File: src/rtl/oam_dma_ctrl.sv
// oam_dma_ctrl -- OAM DMA controller with OAM port arbitration.
//
// A CPU write to 0xFF46 latches the source page and copies DMA_LEN bytes
// from {base, idx} into OAM 0xFE00+idx, one byte every two cycles
// (RD then WR). While the copy runs, the DMA engine owns the OAM port.
// When the DMA engine is idle, the PPU owns the port while it is busy, and
// otherwise the CPU can access 0xFE00-0xFE9F.
//
// Configuration macro: OAM_DMA_HRAM_ONLY_EN
//   defined   -> cpu_bus_block is raised while a transfer runs and cpu_a is
//                outside HRAM (0xFF80-0xFFFE)
//   undefined -> cpu_bus_block is tied low
//
// Ports:
//   clk, rst            clock and synchronous active-high reset
//   cpu_a/din/wr/dout   CPU address, write data, write strobe, read data
//   ppu_busy            PPU is in mode 2 or 3
//   ppu_oam_a/oam_dout  PPU OAM address and returned data
//   src_a/rd/dout       DMA source bus (data valid one cycle after src_rd)
//   oam_a/din/wr/dout   OAM RAM port (read data combinational)
//   dma_active          transfer in progress
//   cpu_bus_block       CPU must stall its non-HRAM access
module oam_dma_ctrl #(
  parameter int DMA_LEN = 160
) (
  input  logic        clk,
  input  logic        rst,
  input  logic [15:0] cpu_a,
  input  logic [7:0]  cpu_din,
  input  logic        cpu_wr,
  output logic [7:0]  cpu_dout,
  input  logic        ppu_busy,
  input  logic [15:0] ppu_oam_a,
  output logic [7:0]  ppu_oam_dout,
  output logic [15:0] src_a,
  output logic        src_rd,
  input  logic [7:0]  src_dout,
  output logic [15:0] oam_a,
  output logic [7:0]  oam_din,
  output logic        oam_wr,
  input  logic [7:0]  oam_dout,
  output logic        dma_active,
  output logic        cpu_bus_block
);

  typedef enum logic [1:0] {IDLE, START, RD, WR} state_t;

  localparam logic [7:0] LAST_IDX = 8'(DMA_LEN - 1);

  state_t      state_q, state_d;
  logic [7:0]  dma_q, dma_d;
  logic [7:0]  idx_q, idx_d;

  logic        dma_reg_wr;
  logic        cpu_oam_sel;
  logic [7:0]  base;

  assign dma_reg_wr  = cpu_wr && (cpu_a == 16'hFF46);
  assign cpu_oam_sel = (cpu_a >= 16'hFE00) && (cpu_a <= 16'hFE9F);
  // Pages 0xE0-0xFF are echo RAM; fold them back onto 0xC0-0xDF.
  assign base        = (dma_q >= 8'hE0) ? (dma_q - 8'h20) : dma_q;
  assign dma_active  = (state_q != IDLE);

`ifdef OAM_DMA_HRAM_ONLY_EN
  assign cpu_bus_block = dma_active && !((cpu_a >= 16'hFF80) && (cpu_a <= 16'hFFFE));
`else
  assign cpu_bus_block = 1'b0;
`endif

  // State, page register and byte index; reset wins over a register write.
  always_ff @(posedge clk) begin
    if (rst) begin
      state_q <= IDLE;
      dma_q   <= 8'h00;
      idx_q   <= 8'h00;
    end else begin
      state_q <= state_d;
      dma_q   <= dma_d;
      idx_q   <= idx_d;
    end
  end

  // Next-state sequencing; a write to 0xFF46 restarts from any state.
  always_comb begin
    state_d = state_q;
    dma_d   = dma_q;
    idx_d   = idx_q;
    case (state_q)
      IDLE:  state_d = IDLE;
      START: state_d = RD;
      RD:    state_d = WR;
      WR: begin
        if (idx_q == LAST_IDX) begin
          state_d = IDLE;
        end else begin
          state_d = RD;
          idx_d   = idx_q + 8'd1;
        end
      end
      default: state_d = IDLE;
    endcase
    // The WR byte of this cycle still lands because outputs come from state_q.
    if (dma_reg_wr) begin
      dma_d   = cpu_din;
      state_d = START;
      idx_d   = 8'h00;
    end else begin
      dma_d = dma_d;
    end
  end

  // OAM port arbitration (DMA > PPU > CPU) and read-data steering.
  always_comb begin
    src_rd       = 1'b0;
    src_a        = 16'h0000;
    oam_a        = 16'hFFFF;
    oam_wr       = 1'b0;
    oam_din      = 8'h00;
    ppu_oam_dout = 8'hFF;
    cpu_dout     = 8'hFF;
    case (state_q)
      RD: begin
        src_rd = 1'b1;
        src_a  = {base, idx_q};
      end
      WR: begin
        oam_wr  = 1'b1;
        oam_a   = {8'hFE, idx_q};
        oam_din = src_dout;
      end
      IDLE: begin
        if (ppu_busy) begin
          oam_a        = ppu_oam_a;
          ppu_oam_dout = oam_dout;
        end else if (cpu_oam_sel) begin
          oam_a    = cpu_a;
          oam_wr   = cpu_wr;
          oam_din  = cpu_din;
          cpu_dout = oam_dout;
        end else begin
          oam_a = 16'hFFFF;
        end
      end
      // START: the port is owned by DMA but idle.
      default: oam_a = 16'hFFFF;
    endcase
    if (cpu_a == 16'hFF46) begin
      cpu_dout = dma_q;
    end else begin
      cpu_dout = cpu_dout;
    end
  end

endmodule

File: config.mk
export PLATFORM = sky130hd
export DESIGN_NAME = oam_dma_ctrl
export DESIGN_NICKNAME = d
export VERILOG_FILES = /design/src/rtl/oam_dma_ctrl.sv
export SDC_FILE = /design/constraint.sdc
export NUM_CORES = 1
export LEC_CHECK = 0
export ABC_AREA = 1
export CAP_MARGIN = 20
export CORE_ASPECT_RATIO = 1.4
export CORE_MARGIN = 2
export CORE_UTILIZATION = 33
export DETAILED_ROUTE_END_ITERATION = 7
export PLACE_DENSITY = 0.78
export SLEW_MARGIN = 20
export SYNTH_ARGS = -nofsm -noshare
export SYNTH_HDL_FRONTEND = slang
export SYNTH_SLANG_ARGS = --single-unit
File: constraint.sdc
create_clock -name clk -period 1.57 [get_ports clk]
set_clock_uncertainty 0.05 [all_clocks]
set_input_delay 0.2355 -clock clk [delete_from_list [all_inputs] [get_ports clk]]
set_output_delay 0.2355 -clock clk [all_outputs]
set_load 0.1 [all_outputs]
==> metrics.md, run 1 <==
| Metric | Value |
|---|---|
| Status | `aborted with a tool error` |
| Failed at | `5_1_grt` |
| Err | `[ERROR GRT-0232] Routing congestion too high. Check the congestion heatmap in the GUI.` |
| Die height | `91.8 um` |
| Clock sinks | `18` |
| Area share of the largest cell type after synthesis | `0.198` |
| Yosys warns | `0` |
| Clock root buffer | `clkbuf_8` |
| H-tree levels | `1` |
| Post-synth top cells | `nand2_1, inv_1, nand3_1` |
| I/O pins | `between 100 and 150` |
| Syn avg cell area | `5.52 um2` |
| Most common cell in the synthesized netlist | `nand2_1` |
| Core Rows | `32` |
| Synthesized cell area | `1820 um2` |
| Port Buffers | `~120` |
| GR Overflow Total | `224` |
| Ys async rst share | `0` |
| Global placement routability congestion | `0.866` |
| Post-synthesis register bit count | `18` |
| Total GRT Usage | `0.882` |
| Die width | `66.7 um` |
| DP Cell Count | `550` |
| Post-synth EDFFs | `0` |
| Post-DP HPWL | `6960 um` |
| Bufs on Longest Clock Path | `2` |
| Most area-hungry cell type in the Yosys netlist | `dfxtp_1` |
| Pin count of the biggest net entering global routing | `16` |
| Syn Inst Count | `329` |
| Area contributors post-synth | `dfxtp_1, nand2_1, inv_1` |
| Synth cell types | `30` |
| Initial Util | `0.336` |
| Sequential share of the synthesized area | `0.198` |
| Top_reg_cell synth | `dfxtp_1` |
| Syn Nets | `roughly 390` |
| Crit. endpoint post-GRT repair | `oam_a[8]` |
| CTS buffer count | `3` |
| Category of the worst endpoint | `primary output` |
## kinds of logic after synthesis
kind of cell | Yosys count | synth area share
xor+xnor | 3 | 0.0145
other cells | 1 | 0.00206
simple gates | 171 | 0.428
flops | 18 | 0.198
fa+ha+maj | 5 | 0.0344
buf+inv | 74 | 0.160
compound gates | 57 | 0.162
## what timing repair did
action                                  CTS
gates cloned                              4
resized for setup                       198
pin swaps                                41
hold buffers                              0
setup buffers                            31
endpoints found under the setup margin   60
## routing by layer
layer / GRT usage / GRT overflow
met2: 1.06 / 132
met1: 0.819 / 1
met5: 0.125 / 0
met4: 1.04 / 89
met3: 0.703 / 2
## metrics by stage
stage / setup WS (ns) / area [um2] / util
CTS: -0.411 / 5120 / 0.947
detailed placement: -0.654 / 4400 / 0.814
global placement: -0.567 / 4400 / 0.814
floorplan: -1.58 / 2210 / -
==> run 2, diff against run 1 <==
Settings changed: CORE_ASPECT_RATIO 1.4 to not set, CORE_UTILIZATION 33 to 37, PLACE_DENSITY 0.78 to not set, PLACE_DENSITY_LB_ADDON set to 0.15.
Clock period 1.57 ns to 2.04 ns, I/O delays scaled along.
==> run 2 against run 1 <==
The flow now finishes, with violations (setup timing). Synthesized area unchanged. Synthesized cell count unchanged.
==> metrics.md, run 2 <==
| Metric | Value |
|---|---|
| I/O pins | `120` |
| Hold Fails Final Rpt | `0` |
| Post-synthesis register bit count | `18` |
| Pin count of the biggest net entering global routing | `18` |
| Critical Path AT | `2.09 ns` |
| Die height | `74.1 um` |
| Final core utilization | `0.965` |
| CTS buffer count | `3` |
| Slew Viols, Final | `0` |
| Yosys warns | `0` |
| Syn Nets | `between 300 and 400` |
| Most area-hungry cell type in the Yosys netlist | `dfxtp_1` |
| Global-route wire length before repair | `roughly 15,000 um` |
| Worst setup path startpoint | `state_q[1]` |
| CP cell instances | `inv_4 > ha_4 > clkinvlp_4 > nor2_4 > buf_12 > nand3_2 > a21oi_4 > buf_12` |
| Most common cell in the synthesized netlist | `nand2_1` |
| Top_reg_cell synth | `dfxtp_1` |
| Sequential share of the synthesized area | `0.198` |
| Area of the multi-input gates | `1650 um2` |
| Post-synth EDFFs | `0` |
| Initial DRT Pass Iterations | `6` |
| Total power | `1.31 mW` |
| Clock sinks | `18` |
| Synth cell types | `30` |
| Drt wl/cell | `25.2 um` |
| WHS Path Cells | `2` |
| Area contributors post-synth | `dfxtp_1, nand2_1, inv_1` |
| Status | `finished with violations` |
| HP Start | `dma_q[2]` |
| Final period util | `1.20` |
| Vias in the first global route | `2,979` |
| Setup ws final | `-0.402 ns` |
| Vias | `3,429` |
| Ys async rst share | `0` |
| Worst Hold Class | `flop to flop` |
| Initial Util | `0.385` |
| Worst-path clk slew | `0.08 ns` |
| Worst-margin pin slew | `0.574 ns` |
| GR Overflow Total | `0` |
| Synthesized cell area | `1820 um2` |
| R2R depth | `8` |
| Fmax | `0.410 GHz` |
| H-tree levels | `1` |
| CTS tree | `yes` |
| Layout cells sized above 1 | `0.421` |
| Syn avg cell area | `roughly 5.5 um2` |
| Core Rows | `25` |
| Ant diodes | `0` |
| Vias per cell | `roughly 6.3` |
| Final Routed Wirelength | `13,800 um` |
| Critical path's most frequent cell | `buf_12` |
| Area share of the largest cell type after synthesis | `0.198` |
| RSZ-0062 raised after global routing | `yes` |
| Top flop regs | `dma_q x8, idx_q x8, state_q x2` |
| Minimum clock period | `2.44 ns` |
| Leakage power | `1.98 nW` |
| Startpoint types | `flop` |
| Die width | `between 70 and 80 um` |
| Critical path class | `flop to primary output` |
| CP Capture Type | `primary output` |
| Post-synth top cells | `nand2_1, inv_1, nand3_1` |
| Post-CTS Hold Fix Bufs | `0` |
| Initial antenna violation count | `0` |
| Failing checks | `setup timing` |
| Commonest non-fill, non-tap cell in the layout | `nand2_1` |
| Nets@finish | `between 500 and 600` |
| Syn-to-layout area delta | `151%` |
| ANT nets after route | `0` |
| Global placement routability congestion | `about 0.86` |
| Clock root buffer | `clkbuf_8` |
| FILL cells | `90` |
| Clock latency on the worst-skew pair | `0.27 ns` |
| Syn Inst Count | `between 300 and 400` |
| Register Area | `approximately 370 um2` |
| Worst IR Drop VDD | `0.680 mV` |
| RR Startpoint | `state_q[1]` |
| PwrDens | `288 nW/um2` |
| Port Buffers | `approximately 120` |
| Post-DP HPWL | `6570 um` |
| Max Cap Viol | `0` |
| Critical path fanouts, max | `6` |
| Crit path required time | `1.68 ns` |
| Final hold slack | `between 0.4 and 0.5 ns` |
| Total GRT Usage | `0.365` |
| Bufs on Longest Clock Path | `2` |
| Commonest cells after routing, fill and taps aside | `nand2_1, buf_12, clkdlybuf4s50_1` |
| Worst path slowest cell | `dfxtp_4` |
| DIE AREA | `5490 um2` |
| Initial drt markers | `343` |
| Slew Limit Headroom | `0.618` |
| DRC viols | `0` |
| Critical Path Max Stage Delay | `0.37 ns` |
| Core area | `between 4000 and 5000 um2` |
| Setup violators final | `31` |
[run 2: cell families after synthesis]
family          count (synthesis)  share of synthesized area
xor+xnor                        3                     0.0145
compound gates                 57                      0.162
fa+ha+maj                       5                     0.0344
buf+inv                        74                      0.160
simple gates                  171                      0.428
flops                          18                      0.198
other cells                     1                    0.00206
[run 2: timing repair]
action,CTS,global route
cloned,0,1
resized for setup,59,31
setup endpoints to repair,26,42
pin swaps,20,14
setup buffers,7,9
[run 2: final cells by class]
| cell class | count | area share |
|---|---|---|
| Tap cell | 67 | 0.0184 |
| Clock buffer | 4 | 0.0121 |
| Multi-Input combinational cell | 237 | 0.362 |
| Inverter | 58 | 0.0527 |
| Sequential cell | 18 | 0.0807 |
| Timing Repair Buffer | 163 | 0.474 |
[run 2: worst paths after layout]
| check | to | slack [ns] |
|---|---|---|
| worst max-delay path | oam_din[1] | -0.40 |
| worst max register to register | idx_q[7] | 0.19 |
| worst min-delay path | dma_q[2] | 0.50 |
| worst min register to register | dma_q[2] | 0.50 |
[run 2: routing by layer]
metal	GRT usage	part of all wire	vias to the layer above
met2	0.670	0.45	370
met3	0.0650	0.12	143
met5	0	0	-
met4	0.152	0.10	0
li1	-	-	1343
met1	0.414	0.33	1573
[run 2: per-stage QoR]
step	instances	area [um2]	setup slack, ns	TNS [ns]
6_report	547	4560	-0.402	-3.84
5_1_grt	547	4560	-0.420	-7.28
4_1_cts	537	4360	-0.0873	-0.237
3_5_place_dp	526	4040	-0.337	-6.60
3_3_place_gp	526	4040	-0.210	-3.97
2_1_floorplan	329	2040	-1.18	-17.55
[run 2: power breakdown]
group | internal (mW) | switching (mW) | leakage [nW] | total (mW)
Clock | 0.172 | 0.138 | 0.0288 | 0.310
Combinational | 0.261 | 0.394 | 1.80 | 0.655
Sequential | 0.350 | 0.00000505 | 0.147 | 0.350
[run 2: critical path, delay by kind of cell (launching register included)]
family | cells | cell delay (ns)
AO/OA/AOI/OAI | 1 | 0.29
adder cells (fa/ha/maj) | 1 | 0.14
buffers and inverters | 4 | 0.58
flip-flops | 1 | 0.37
AND/OR/NAND/NOR | 2 | 0.42
Power figures use the tool's default switching activity.
